--- src/rtl/branch_target_buffer_pkg.sv ---
// Shared BTB constants: index/tag geometry, 2-bit counter encodings and
// the layout of the predicted-PC/counter field carried in the IF/ID register.
package branch_target_buffer_pkg;

  localparam int BTB_ENTRIES_DEFAULT = 16;
  localparam int BTB_ADDR_W          = 32;
  localparam int BTB_WORD_LSB        = 2;

  localparam logic [1:0] CNT_SNT = 2'b00;
  localparam logic [1:0] CNT_WNT = 2'b01;
  localparam logic [1:0] CNT_WT  = 2'b10;
  localparam logic [1:0] CNT_ST  = 2'b11;

  localparam int IFID_PPC_LSB = 0;
  localparam int IFID_PPC_MSB = 31;
  localparam int IFID_CB_LSB  = 32;
  localparam int IFID_CB_MSB  = 33;
  localparam int IFID_PPCCB_W = 34;

  function automatic int btb_idx_w(input int entries);
    return $clog2(entries);
  endfunction

  function automatic int btb_tag_w(input int entries);
    return BTB_ADDR_W - BTB_WORD_LSB - $clog2(entries);
  endfunction

endpackage

--- src/rtl/branch_target_buffer_sat_counter2.sv ---
// Two-bit saturating direction counter: next state for one resolved branch.
module sat_counter2
  import branch_target_buffer_pkg::*;
(
  input  logic [1:0] cur,
  input  logic       taken,
  output logic [1:0] nxt
);

  function automatic logic [1:0] sat_step(input logic [1:0] c, input logic t);
    logic [1:0] r;
    r = c;
    if (t) begin
      if (c != CNT_ST) r = c + 2'd1;
    end else begin
      if (c != CNT_SNT) r = c - 2'd1;
    end
    return r;
  endfunction

  assign nxt = sat_step(cur, taken);

endmodule

--- src/rtl/branch_target_buffer.sv ---
// Direct-mapped branch target buffer: combinational lookup on the fetch PC,
// single-cycle training/allocation from resolved branches in Execute.
module branch_target_buffer
  import branch_target_buffer_pkg::*;
#(
  parameter int ENTRIES = BTB_ENTRIES_DEFAULT
)
(
  input  logic        Clk,
  input  logic        Rst,
  input  logic [31:0] PC,
  output logic [31:0] Predict,
  output logic [1:0]  CB,
  output logic        Hit,
  input  logic        WriteEnable,
  input  logic [31:0] JmpInstrAddr,
  input  logic [31:0] JmpAddr,
  input  logic        Taken,
  input  logic        Invalidate
);

  localparam int IDX_W = btb_idx_w(ENTRIES);
  localparam int TAG_W = btb_tag_w(ENTRIES);

  logic [ENTRIES-1:0] valid_q;
  logic [1:0]         cnt_q    [ENTRIES];
  logic [TAG_W-1:0]   tag_q    [ENTRIES];
  logic [31:0]        target_q [ENTRIES];

  logic [IDX_W-1:0] look_idx;
  logic [TAG_W-1:0] look_tag;
  logic             look_hit;
  logic [1:0]       look_cnt;

  logic [IDX_W-1:0] upd_idx;
  logic [TAG_W-1:0] upd_tag;
  logic             upd_en;
  logic             upd_hit;
  logic             upd_alloc;
  logic             upd_train;
  logic             upd_retarget;
  logic [1:0]       cnt_nxt;

  logic unused_addr_bits;
  assign unused_addr_bits = &{1'b0, PC[1:0], JmpInstrAddr[1:0]};

  // Lookup path: reads pre-edge table contents only, no update bypass.
  assign look_idx = PC[IDX_W+1:2];
  assign look_tag = PC[31:IDX_W+2];
  assign look_hit = valid_q[look_idx] && (tag_q[look_idx] == look_tag);
  assign look_cnt = cnt_q[look_idx];

  assign Hit     = look_hit;
  assign CB      = look_hit ? look_cnt : CNT_WNT;
  assign Predict = (look_hit && look_cnt[1]) ? target_q[look_idx] : (PC + 32'd4);

  // Update path: Invalidate suppresses any concurrent training or allocation.
  assign upd_idx      = JmpInstrAddr[IDX_W+1:2];
  assign upd_tag      = JmpInstrAddr[31:IDX_W+2];
  assign upd_en       = WriteEnable && !Invalidate;
  assign upd_hit      = valid_q[upd_idx] && (tag_q[upd_idx] == upd_tag);
  assign upd_train    = upd_en && upd_hit;
  assign upd_alloc    = upd_en && !upd_hit && Taken;
  assign upd_retarget = upd_alloc || (upd_train && Taken);

  sat_counter2 u_sat_counter2 (
    .cur   (cnt_q[upd_idx]),
    .taken (Taken),
    .nxt   (cnt_nxt)
  );

  always_ff @(posedge Clk or posedge Rst) begin
    if (Rst) begin
      valid_q <= '0;
      for (int i = 0; i < ENTRIES; i++) begin
        cnt_q[i] <= CNT_WNT;
      end
    end else if (Invalidate) begin
      valid_q <= '0;
    end else begin
      if (upd_alloc) begin
        valid_q[upd_idx] <= 1'b1;
        cnt_q[upd_idx]   <= CNT_WT;
      end
      if (upd_train) begin
        cnt_q[upd_idx] <= cnt_nxt;
      end
    end
  end

  // Tags and targets are only meaningful behind a set valid bit, so no reset.
  always_ff @(posedge Clk) begin
    if (upd_alloc) begin
      tag_q[upd_idx] <= upd_tag;
    end
    if (upd_retarget) begin
      target_q[upd_idx] <= JmpAddr;
    end
  end

endmodule

--- config.mk ---
export PLATFORM = sky130hd
export DESIGN_NAME = branch_target_buffer
export DESIGN_NICKNAME = d
export VERILOG_FILES = /design/src/rtl/branch_target_buffer_pkg.sv /design/src/rtl/branch_target_buffer_sat_counter2.sv /design/src/rtl/branch_target_buffer.sv
export SDC_FILE = /design/constraint.sdc
export NUM_CORES = 1
export LEC_CHECK = 0
export BUFFER_PORTS_ARGS = -buffer_cell sky130_fd_sc_hd__buf_2
export CORE_MARGIN = 10
export CORE_UTILIZATION = 51
export DETAILED_ROUTE_END_ITERATION = 10
export PLACE_DENSITY = 0.67
export SYNTH_ARGS = -nofsm -noshare
export SYNTH_HDL_FRONTEND = slang
export SYNTH_HIERARCHICAL = 1
export SYNTH_SLANG_ARGS = --single-unit
--- constraint.sdc ---
create_clock -name Clk -period 14.1 [get_ports Clk]
set_input_delay 2.82 -clock Clk [delete_from_list [all_inputs] [get_ports Clk]]
set_output_delay 2.82 -clock Clk [all_outputs]
set_load 0.01 [all_outputs]
* After elaboration in Yosys (flattened, before gate mapping)
Memories as Yosys holds them, arrays and structs flattened.
Index checks and enable logic that the tools add are counted.
** Operators by class
- $add $sub $neg :: 3
- Magnitude comparators :: 6
- Bitwise gates (word level) :: 6
- Reductions and logical operators :: 15
- Equal/unequal tests :: 3
- Multiplexer cells :: 29
** Operators with widths (number)
- $mux 32 :: 4
- $eq 26x26->1 :: 2
- $add 32x3->32 const B :: 1
- $bwmux 32 :: 1
- $mux 16 :: 2
- $or 16x16->16 :: 2
- $mux 2 :: 9
- $and 16x16->16 :: 1
- $bmux 2 s4 :: 2
- $not 16->16 :: 1
- $ge 5x5->1 const B :: 2
- $logic_and 1x1->1 :: 10
- $lt 4x5->1 const B :: 2
- $not 4->5 :: 2
- $bmux 1 s4 :: 2
- $demux 2 s4 :: 1
- $mux 1 :: 7
- $lt 5x1->1 const B :: 1
- $demux 1 s4 :: 1
- $ge 4x1->1 const B :: 1
- $reduce_bool 2->1 :: 2
- $add 2x1->2 const B :: 1
- $logic_not 1->1 :: 2
- $ne 2x2->1 const B :: 1
- 2 further kinds :: 2
** Word-level totals
- Input port bits :: 101
- Memory bits (writable) :: 928
- Memories kept :: 2
- Word-level logic and storage cells :: 81
- Output and inout bits :: 35
- Register bits :: 48
** Memory list
- target_q :: depth 16, width 32, rd ports 1, clocked after Yosys merged registers in 0, wr ports 1, line branch_target_buffer.sv:28 : logic [31:0] target_q [ENTRIES];
- tag_q :: depth 16, width 26, rd ports 2, clocked after Yosys merged registers in 0, wr ports 1, line branch_target_buffer.sv:27 : logic [TAG_W-1:0] tag_q [ENTRIES];

* Longest topological paths before layout
Gate-level depths: netlist of run 1.
- Depth in word-level cells :: 11
- Gate-level depth with buffers :: 16

* Modules after synthesis
Netlist of run 1, hierarchy kept.
** Modules (own cells, without submodules)
- branch_target_buffer :: instances 1, sequential area each 29087.9 um^2, cells each 2197, area each 43152.6 um^2
- sat_counter2 :: instances 1, sequential area each 0.0 um^2, cells each 3, area each 26.3 um^2

* Worst setup path before layout of run 1
Ideal clock, no wire load.
- Path type :: input to output
- From :: input PC[2]
- To :: output Predict[23]
- Data arrival time :: 6393 ps
- Setup slack :: 4887 ps
- Data required time :: 11280 ps
- Path buffers :: 5
- Stages on the path :: 13
- Path through :: clkbuf_1 -> buf_1 -> buf_1 -> mux4_2 -> mux4_2 -> xnor2_1 -> nand4_1 -> nor3_1 -> nand3_1 -> nor2b_1 -> clkbuf_1 -> buf_2 -> mux2_2
** Between the ends
- Cells in the longest elaborated chain, start to end :: 6
- Elaborated cells between the ends (all ways) :: 13
- Those cells by class :: add/sub (1); eq/ne (1); mux (6); bitwise (1); reduce/logical (2); memory (2)
** Ends and longest elaborated chain
- from (decl) :: line branch_target_buffer.sv:11 : input logic [31:0] PC,
- branches (longest 5 deep; another with $mem_v2 16x26)
- $mux 32 * :: line branch_target_buffer.sv:55 : assign Predict = (look_hit && look_cnt[1]) ? target_q[look_idx] : (PC + 32'd4);
- to (decl) :: line branch_target_buffer.sv:12 : output logic [31:0] Predict,
Every way passes the cells marked *. The select of a mux whose other input is x is not followed.

* Worst setup path in the final report of run 1
- From :: input PC[2]
- To :: output Predict[7]
Same word-level chain as after synthesis.

==> results by group, run 1 <==
Placement
  • Placed instance area: 0.0453 mm2
  • Detail Placement HPWL: ~65 mm
  • Count of input and output buffers: around 130
  • Last weighted congestion value of the routability-driven placer: between 0.8 and 0.9

Worst setup path
  • Category of the worst setup path capture point: output pin
  • Signal arrival time at the worst endpoint: 8.07 ns
  • Nature of the critical path startpoint: input port
  • Critical-path maximum fanout: 68
  • Critical path data required time: 11.28 ns
  • Startpoint of the most critical setup path: PC[2]
  • Origin of the critical flop-to-flop path: tag_q[9][14]$_DFFE_PP_
  • Startpoint-to-endpoint class of the critical path: input port to output pin

STA
  • Summed negative setup slack over all endpoints: 0 ns
  • Unrepaired setup endpoints after global routing: no
  • Period Utilization, post-route: 0.772
  • Final count of hold timing violations: 0
  • Max-Slew Margin vs Limit: 0.138
  • Final-layout worst hold slack: 0.523 ns
  • Worst Tran Pin Value: 1.29 ns
  • Fin. max-slew vios: 0
  • Count of final setup violators: 0
  • Largest clock skew in the final design: ~0.028 ns
  • Highest achievable clock rate: 0.0918 GHz
  • Final Critical Period: 10.89 ns

Clock tree
  • Post-cts repair resize count: 0
  • Number of buffers created by CTS: 100
  • Clock transition time at the flip-flop clock pins of the worst setup and hold paths: 0.06 ns
  • Maximum buffer depth of the clock tree: 3
  • Number of levels in the clock H-tree: 3
  • Hold buffer count at cts: 0
  • Post-CTS Setup Inserts: 0
  • Skew-Pair Late Insertion Delay: 0.67 ns
  • Number of clock sinks seen by CTS: 976
  • Clock tree root driver cell: sky130_fd_sc_hd__clkbuf_16
  • Clock tree from TritonCTS: built

Routing
  • DRC Markers: 0
  • Antenna-violating nets left: 0
  • Vias/cell: 6.55
  • Number of violations reported at the end of detailed-routing iteration 0: 2930
  • Number of vias after detailed routing: 23500
  • Wire length reported by the detailed router: roughly 110 mm
  • Iteration count of the initial detailed-routing pass: 6
  • Wirelength per Cell: 31.9 um

Synth
  • Fraction of the yosys area taken by sequential cells: 0.674
  • Share of flip-flops with an asynchronous set or reset: 0.0492
  • Largest area contributor in the synthesized netlist: sky130_fd_sc_hd__edfxtp_1
  • Proportion of netlist area held by the largest area contributor: 0.645
  • Number of warning messages in the yosys log: 6
  • Most common cell in the synthesized netlist: sky130_fd_sc_hd__edfxtp_1
  • Adder-cell area share of the yosys netlist: 0.000811
  • Synthesized-area fraction occupied by ao, oa, aoi and oai cells: 0.0328
  • Dominant cells by area after synthesis: sky130_fd_sc_hd__edfxtp_1, sky130_fd_sc_hd__mux4_2, sky130_fd_sc_hd__mux2i_1
  • Main combinational cell family by area after synthesis: multiplexers
  • Predominant post-synthesis flop cell: sky130_fd_sc_hd__edfxtp_1
  • Mapped Nets: 2302
  • Avg Inst Size Synth: 19.6 um2
  • Xor and xnor area share after synthesis: 0.0170
  • Post-Syn Instances: 2200
  • Flip-flop and latch count after synthesis: between 900 and 1000
  • Top post-synthesis cells by count: sky130_fd_sc_hd__edfxtp_1, sky130_fd_sc_hd__mux4_2, sky130_fd_sc_hd__mux2i_1
  • Fraction of synthesized area in multiplexers: 0.230
  • Count of flip-flops with a built-in enable after synthesis: slightly above 900
  • Netlist cell types: 65
  • Netlist area before placement: 0.0432 mm2
  • Post-synthesis share of cell area spent on and, or, nand and nor gates: 0.0260

Finish
  • Layout cells sized above 1: 0.344
  • Cell area after layout: 0.0486 mm2
  • Growth of design area from synthesis to finish: 12.7%
  • Net count of the finished layout: ~2500

Run status
  • Outcome: finished, final reports clean

Power and ir drop
  • Leakage power total: between 15 and 20 nW
  • Pwr per Cell Area: 129 mW/mm2
  • Worst-case vdd ir drop: 0.101 mV
  • Post-route total power: 6.28 mW

Floorplanning
  • Die outline area: between 0.09 and 0.1 mm2
  • Die Ht: 311 um
  • Chip Width: a little over 300 um
  • Std-Cell Rows: around 110
  • Placeable core area: 0.0838 mm2
  • Effective utilization at floorplan: 0.515
  • Number of primary I/O pins: 136

GRT
  • Antenna violations before repair: 14
  • Maximum number of pins on one net before global-route repair: 87
  • Met2 Track Usage GR: 0.357
  • Global-route track usage on met1: 0.339
  • Global-route usage over all layers: 0.233
  • Layer with the highest usage after global routing: met2
  • Vias in the first global route: approximately 24000
  • Total congestion overflow after global routing: 0
  • Met3 track utilization from global routing: 0.0488
  • First-pass GRT wire length: 167 mm

Worst hold path
  • Path category of the worst min-delay check: flip-flop to flip-flop

Job
  • Max-Cap Viols: 0
cell families (layout without fill, tap and decap cells):
family          after synthesis  in the layout
compound gates              187            187
xor+xnor                     84             84
fa+ha+maj                     3              3
buf+inv                     184            427
flops                       976            976
mux                         532            532
other cells                   0              5
simple gates                234            234
worst max-delay path, stage by stage:
cell and delay, ns:
sky130_fd_sc_hd__buf_8 0.51, sky130_fd_sc_hd__buf_4 0.70, sky130_fd_sc_hd__mux4_2 0.58, sky130_fd_sc_hd__mux4_2 0.57, sky130_fd_sc_hd__xnor2_1 0.16, sky130_fd_sc_hd__nand4_1 0.21, sky130_fd_sc_hd__nor3_1 0.30, sky130_fd_sc_hd__nand3_1 0.36
sky130_fd_sc_hd__nor2b_4 1.11, sky130_fd_sc_hd__mux2_2 0.48, sky130_fd_sc_hd__buf_2 0.16
placed cells by master (no fill, tap or decap), types with 31 or more instances in the layout:
cell                        count
sky130_fd_sc_hd__mux2i_1      114
sky130_fd_sc_hd__a22oi_1       36
sky130_fd_sc_hd__buf_2        127
sky130_fd_sc_hd__mux4_2       363
sky130_fd_sc_hd__inv_1         46
sky130_fd_sc_hd__xnor2_1       61
sky130_fd_sc_hd__nand2_1       67
sky130_fd_sc_hd__dfrtp_1       32
sky130_fd_sc_hd__edfxtp_1     928
sky130_fd_sc_hd__nor2_4        31
sky130_fd_sc_hd__mux2_2        54
sky130_fd_sc_hd__clkbuf_16    102
sky130_fd_sc_hd__buf_4         61
sequential cells by signal (all words and copies together) (netlist names), named ones only:
signal	count
cnt_q	2
tag_q	416
target_q	512
valid_q	16
final cells by class:
| cell class | count | area (um2) |
|---|---|---|
| Fill cell | 6137 | 35200 |
| Sequential cell | 976 | 29100 |
| Multi-Input combinational cell | 1040 | 13500 |
| Clock buffer | 116 | 2610 |
| Tap cell | 1134 | 1420 |
| Timing Repair Buffer | 193 | 1160 |
| Clock inverter | 71 | 693 |
| Inverter | 47 | 176 |
| Antenna cell | 5 | 12.5 |
layer usage:
metal / routed length (um) / up-vias
li1: - / 9563
met1: 46600 / 12500
met2: 53500 / 1207
met3: 11400 / 184
met4: 2540 / 18
met5: 102 / -
worst paths after layout:
path | end | slack (ns) | depth (start not counted)
min reg2reg | flip-flop | 0.52 | 2
max | Predict[7] | 3.21 | 11
max reg2reg | tag_q[5][11]$_DFFE_PP_ | 9.15 | 9
min | flip-flop | 0.52 | 2
min in group asynchronous | async pin | 2.44 | 2
max in group asynchronous | async pin | 10.97 | 2
stage by stage:
step                worst slack [ns]  utilization  instances
floorplan                       4.89            -       2200
global placement                3.16        0.541       3390
detailed placement              3.15        0.541       3390
CTS                             3.15        0.580       3577
global route                    2.89        0.580       3578
finish                          3.21        0.580       3582
power by group:
part,switching [mW],leakage (nW),internal (mW)
sequential,0.00831,8.96,3.20
combinational,0.256,5.05,0.180
clock,1.12,1.61,1.52
Note: power is estimated with default switching activity, not from simulation.
==> run 2, diff against run 1 <==
==> constraint.sdc (replaced) <==
create_clock -name Clk -period 10.14 [get_ports Clk]
set_input_delay 2.028 -clock Clk [delete_from_list [all_inputs] [get_ports Clk]]
set_output_delay 2.028 -clock Clk [all_outputs]
set_load 0.01 [all_outputs]
==> run 2 against run 1 <==
  * Core utilization increased by 0.16 points
  * Highest routed layer unchanged
  * Largest power group unchanged
  * Critical path depth up 1
  * Routed wire length down 1.1%
  * Critical endpoint is now Predict[3]
  * Register-to-register slack lost 3.6 ns
  * Clock skew fell by 0.011 ns
==> results by group, run 2 (synthesized netlist as in run 1, its figures left out) <==
Worst hold path
  • Path category of the worst min-delay check: flip-flop to flip-flop

Finish
  • Max reg flops: 512
  • Layout cells sized above 1: 0.343
  • Most frequent standard cell in the layout excluding fill and tap cells: sky130_fd_sc_hd__edfxtp_1
  • Commonest non-fill, non-tap cells in the layout: sky130_fd_sc_hd__edfxtp_1, sky130_fd_sc_hd__mux4_2, sky130_fd_sc_hd__buf_2
  • Net count of the finished layout: 2465
  • Growth of design area from synthesis to finish: 13.0%
  • Largest registers: target_q: 512 flops, tag_q: 416 flops, valid_q: 16 flops
  • Register containing the most flip-flops in the final layout: target_q

Worst setup path
  • Nature of the critical path startpoint: input port
  • Slowest stage delay, CP: 0.76 ns
  • Origin of the critical flop-to-flop path: tag_q[8][14]$_DFFE_PP_
  • Buffering stage count on the worst path with inverters included: 4
  • Signal arrival time at the worst endpoint: 6.75 ns
  • Top cell family by delay on the critical path: simple AND/OR/NAND/NOR gates
  • Crit path max-delay cell type: sky130_fd_sc_hd__nor2b_4
  • Startpoint-to-endpoint class of the critical path: input port to output pin
  • Startpoint of the most critical setup path: PC[2]
  • Category of the worst setup path capture point: output pin
  • List of cells traversed by the critical path: buf_8 > buf_4 > mux4_2 > mux4_2 > xnor2_1 > nand4_1 > nor4_1 > nand3_1 > nor2b_4 > buf_4 > mux2_2 > buf_2
  • Critical-path maximum fanout: 32
  • Critical path data required time: between 8 and 9 ns

STA
  • Worst Tran Pin Value: 1.17 ns
  • Final-layout worst hold slack: 0.519 ns
  • Unrepaired setup endpoints after global routing: no
  • Final Critical Period: 8.78 ns
  • Count of final setup violators: 0
  • Final count of hold timing violations: 0
  • Largest clock skew in the final design: between 0.015 and 0.02 ns
  • Summed negative setup slack over all endpoints: 0 ns
  • Period Utilization, post-route: 0.866
  • Fin. max-slew vios: 0
  • Highest achievable clock rate: 0.114 GHz
  • Max-Slew Margin vs Limit: 0.220

GRT
  • Vias in the first global route: about 24000
  • First-pass GRT wire length: 165 mm
  • Total congestion overflow after global routing: 0
  • Global-route usage over all layers: 0.230
  • Antenna violations before repair: 16
  • Maximum number of pins on one net before global-route repair: 80

Clock tree
  • Maximum buffer depth of the clock tree: 3
  • Clock tree root driver cell: sky130_fd_sc_hd__clkbuf_16
  • Post-CTS Setup Inserts: 0
  • Skew-Pair Late Insertion Delay: 0.67 ns
  • Number of buffers created by CTS: 96
  • Post-cts repair resize count: 0
  • Number of levels in the clock H-tree: 3
  • Clock transition time at the flip-flop clock pins of the worst setup and hold paths: 0.06 ns
  • Hold buffer count at cts: 0
  • Number of clock sinks seen by CTS: 976
  • Clock tree from TritonCTS: built

Placement
  • Detail Placement HPWL: 65.8 mm
  • Last weighted congestion value of the routability-driven placer: between 0.8 and 0.9
  • Count of input and output buffers: 133

Routing
  • Number of vias after detailed routing: 23400
  • Wirelength per Cell: ~32 um
  • Iteration count of the initial detailed-routing pass: 5
  • DRC Markers: 0
  • Wire length reported by the detailed router: approximately 110 mm
  • Vias/cell: about 6.5
  • Antenna-violating nets left: 0
  • Number of violations reported at the end of detailed-routing iteration 0: approximately 3000

Floorplanning
  • Die Ht: 311 um
  • Chip Width: 311 um
  • Effective utilization at floorplan: 0.515
  • Std-Cell Rows: 106
  • Placeable core area: 0.0838 mm2
  • Number of primary I/O pins: 136
  • Die outline area: 0.0967 mm2

Run status
  • Outcome: finished, final reports clean

Power and ir drop
  • Leakage power total: 15.7 nW
  • Pwr per Cell Area: 180 mW/mm2
  • Worst-case vdd ir drop: between 0.1 and 0.15 mV

Job
  • Max-Cap Viols: 0
[run 2: cell types whose count changed in the layout (fill, tap and decap cells not counted), moves of 2 or more]
cell	before	now
sky130_fd_sc_hd__bufinv_16	10	17
sky130_fd_sc_hd__clkinv_1	19	21
sky130_fd_sc_hd__diode_2	5	3
sky130_fd_sc_hd__clkinv_8	2	0
sky130_fd_sc_hd__buf_4	61	68
sky130_fd_sc_hd__clkinv_2	26	14
sky130_fd_sc_hd__buf_12	0	2
sky130_fd_sc_hd__clkbuf_16	102	97
[run 2: area by class of cell]
class / instances / area (um2)
fill: 6220 / 35000
sequential: 976 / 29100
multi-input combinational: 1040 / 13500
clock buffer: 110 / 2480
tap: 1134 / 1420
timing repair buffer: 202 / 1250
clock inverter: 68 / 866
inverter: 47 / 176
antenna: 3 / 7.51
[run 2: path summary, 6_finish.rpt]
check | to | slack [ns] | depth (start not counted)
worst max-delay path | Predict[3] | 1.36 | 12
worst min-delay path | flip-flop | 0.52 | 2
worst max register to register | tag_q[14][23]$_DFFE_PP_ | 5.53 | 9
worst min register to register | flip-flop | 0.52 | 2
max in group asynchronous | valid_q[9]$_DFFE_PP0P_ | 7.86 | 2
min in group asynchronous | async pin | 1.63 | 2
[run 2: stage by stage]
step                setup slack [ns]  total power [mW]  cells  instance area (um2)   util
floorplan                       2.51              4.91   2200                43200      -
global placement                1.31              5.14   3399                45400  0.542
detailed placement              1.26              5.15   3399                45400  0.542
CTS                             1.24              8.87   3577                48800  0.582
global route                    1.06              9.07   3578                48800  0.582
finish                          1.36              8.80   3580                48800  0.582
[run 2: worst min-delay path, cell delays in order, from the launching register on]
cell and delay, ns:
sky130_fd_sc_hd__dfstp_2 0.38, sky130_fd_sc_hd__nand2_1 0.05, sky130_fd_sc_hd__o211ai_1 0.08
[run 2: power breakdown]
group | leakage [nW] | switching, mW | internal [mW]
Combinational | 5.10 | 0.357 | 0.252
Sequential | 8.96 | 0.0112 | 4.44
Clock | 1.60 | 1.54 | 2.20
[run 2: metal layers]
metal | vias up | track usage | wire length (um)
li1 | 9559 | - | -
met1 | 12500 | 0.338 | 46800
met2 | 1127 | 0.351 | 53100
met3 | 168 | 0.0521 | 10800
met4 | 16 | 0.0536 | 2160
met5 | - | 0 | 91
==> run 3, diff against run 2 <==
--- a/config.mk
+++ b/config.mk
@@ -6,10 +6,10 @@
 export NUM_CORES = 1
 export LEC_CHECK = 0
 export BUFFER_PORTS_ARGS = -buffer_cell sky130_fd_sc_hd__buf_2
-export CORE_MARGIN = 10
 export CORE_UTILIZATION = 51
 export DETAILED_ROUTE_END_ITERATION = 10
 export PLACE_DENSITY = 0.67
+export REMOVE_ABC_BUFFERS = 1
 export SYNTH_ARGS = -nofsm -noshare
 export SYNTH_HDL_FRONTEND = slang
 export SYNTH_HIERARCHICAL = 1
==> run 3 against run 2 <==
  * Sequential power about the same
  * Fmax increased by 1.6%
  * Via count up 0.41%
  * Sequential share of layout area is 0.10 points lower
  * Core utilization increased by 0.19 points
  * Clock power decreased by 1%
  * Global-route usage grew 3.8 points
  * Total power decreased by 0.55%
  * Combinational power about the same
  * Die area is 11% lower
  * Critical endpoint is now Predict[27]
  * Highest routed layer unchanged
==> results by group, run 3 (synthesized netlist as in run 1, its figures left out) <==
GRT
  • Maximum number of pins on one net before global-route repair: 92
  • Global-route usage over all layers: 0.268
  • Vias in the first global route: 23900
  • Antenna violations before repair: 12
  • First-pass GRT wire length: 165 mm
  • Total congestion overflow after global routing: 0

STA
  • Final Critical Period: roughly 8.6 ns
  • Highest achievable clock rate: between 0.1 and 0.15 GHz
  • Period Utilization, post-route: 0.852
  • Max-Slew Margin vs Limit: 0.238
  • Count of final setup violators: 0
  • Fin. max-slew vios: 0
  • Final count of hold timing violations: 0
  • Worst Tran Pin Value: between 1 and 1.5 ns
  • Summed negative setup slack over all endpoints: 0 ns
  • Largest clock skew in the final design: 0.0330 ns
  • Unrepaired setup endpoints after global routing: no
  • Final worst slack: between 1 and 1.5 ns

Power and ir drop
  • Worst-case vdd ir drop: 0.169 mV
  • Leakage power total: ~16 nW
  • Pwr per Cell Area: 179 mW/mm2

Finish
  • Seq. cell area: about 0.029 mm2
  • Final cell utilization of the core: 0.584
  • Most frequent standard cell in the layout excluding fill and tap cells: sky130_fd_sc_hd__edfxtp_1
  • Growth of design area from synthesis to finish: 13.2%
  • Multi-input combinational cell area: 0.0135 mm2
  • Largest registers: target_q: 512 flops, tag_q: 416 flops, valid_q: 16 flops
  • Commonest non-fill, non-tap cells in the layout: sky130_fd_sc_hd__edfxtp_1, sky130_fd_sc_hd__mux4_2, sky130_fd_sc_hd__buf_2
  • Max reg flops: around 500
  • Layout cells sized above 1: 0.347
  • Filler cell count in the final layout: ~6100
  • Register containing the most flip-flops in the final layout: target_q
  • Net count of the finished layout: 2475

Worst setup path
  • List of cells traversed by the critical path: buf_8 > buf_12 > buf_4 > mux4_2 > mux4_2 > xnor2_1 > nand4_1 > nor2_1 > nand3_1 > nor2b_4 > buf_4 > mux2_2 > buf_2
  • Signal arrival time at the worst endpoint: 6.61 ns
  • Nature of the critical path startpoint: input port
  • Startpoint-to-endpoint class of the critical path: input port to output pin
  • Critical-path maximum fanout: 43
  • Crit path max-delay cell type: sky130_fd_sc_hd__nor2b_4
  • Category of the worst setup path capture point: output pin
  • Slowest stage delay, CP: roughly 0.7 ns
  • Critical path data required time: 8.11 ns

Routing
  • Iteration count of the initial detailed-routing pass: 5
  • Wire length reported by the detailed router: 113 mm
  • Vias/cell: between 6 and 7
  • Wirelength per Cell: 31.5 um
  • Antenna-violating nets left: 0
  • DRC Markers: 0
  • Number of violations reported at the end of detailed-routing iteration 0: 2840
  • Number of vias after detailed routing: approximately 23000

Clock tree
  • Post-cts repair resize count: 0
  • Clock transition time at the flip-flop clock pins of the worst setup and hold paths: 0.06 ns
  • Maximum buffer depth of the clock tree: 3
  • Skew-Pair Late Insertion Delay: around 0.67 ns
  • Number of levels in the clock H-tree: 3
  • Number of buffers created by CTS: 100
  • Hold buffer count at cts: 0
  • Number of clock sinks seen by CTS: 976
  • Clock tree from TritonCTS: built
  • Post-CTS Setup Inserts: 0
  • Clock tree root driver cell: sky130_fd_sc_hd__clkbuf_16

Floorplanning
  • Number of primary I/O pins: between 100 and 150
  • Placeable core area: about 0.084 mm2
  • Die Ht: 293 um
  • Std-Cell Rows: about 110
  • Die outline area: around 0.086 mm2
  • Chip Width: 293 um
  • Effective utilization at floorplan: 0.516

Job
  • Max-Cap Viols: 0

Placement
  • Count of input and output buffers: around 130
  • Placement-stage worst setup slack: 1.39 ns
  • Last weighted congestion value of the routability-driven placer: 0.841
  • Detail Placement HPWL: approximately 66 mm

Run status
  • Outcome: finished, final reports clean

Worst hold path
  • Path category of the worst min-delay check: flip-flop to flip-flop
==> run 3: cell types whose count changed in the layout (fill, tap and decap cells not counted), moves of 4 or more <==
cell                        delta
sky130_fd_sc_hd__clkinv_2      +7
sky130_fd_sc_hd__buf_12        +4
sky130_fd_sc_hd__clkbuf_16     +4
sky130_fd_sc_hd__bufinv_16     -6
sky130_fd_sc_hd__clkinv_1      +5
sky130_fd_sc_hd__clkbuf_1      -6
==> run 3: layer usage <==
layer / GRT usage / vias to the layer above / share of wire
met2: 0.434 / 1235 / 0.49
met4: 0.0741 / 8 / 0.025
met5: 0 / - / 0.00045
met3: 0.0460 / 199 / 0.087
met1: 0.379 / 12400 / 0.40
li1: - / 9587 / -
==> run 3: path summary, 6_finish.rpt <==
path / end / startpoint / cells after the start / slack (ns)
min in group asynchronous: cnt_q[1]$_DFFE_PP0N_ / Rst / 2 / 1.64
hold reg to reg: flip-flop / flip-flop / 2 / 0.52
hold / removal: flip-flop / flip-flop / 2 / 0.52
max in group asynchronous: valid_q[10]$_DFFE_PP0P_ / Rst / 2 / 7.87
setup reg to reg: tag_q[7][13]$_DFFE_PP_ / tag_q[4][11]$_DFFE_PP_ / 10 / 5.49
setup / recovery: Predict[27] / PC[2] / 13 / 1.50
==> run 3: worst max-delay path, delay by kind of cell <==
kind / cells / cell delay (ns)
XOR/XNOR: 1 / 0.18
buffers and inverters: 5 / 1.44
AND/OR/NAND/NOR: 4 / 1.33
multiplexers: 3 / 1.47
==> run 3: where the power goes <==
group          internal [mW]  total [mW]  switching (mW)  leakage, nW
Sequential              4.44        4.45          0.0115         8.96
Combinational          0.254       0.608           0.354         5.15
Clock                   2.12        3.69            1.57         1.61
==> run 3: metrics by stage <==
| step | power, mW | cells | instance area [um2] | hold WS [ns] |
|---|---|---|---|---|
| 2_1_floorplan | 4.84 | 2063 | 42500 | 0.486 |
| 6_report | 8.75 | 3594 | 48900 | 0.516 |
| 3_3_place_gp | 5.13 | 3405 | 45500 | 0.496 |
| 5_1_grt | 9.00 | 3592 | 48900 | 0.536 |
| 4_1_cts | 8.81 | 3589 | 48900 | 0.518 |
| 3_5_place_dp | 5.15 | 3405 | 45500 | 0.508 |
==> run 3: layout make-up <==
cell class	instances	share of cell area
clock buffers	108	0.0523
multi-input cells	1040	0.276
diodes	5	0.000256
flip-flops and latches	976	0.595
inverters	47	0.00361
clock inverters	76	0.0159
repair buffers	208	0.0274
well taps	1134	0.0290
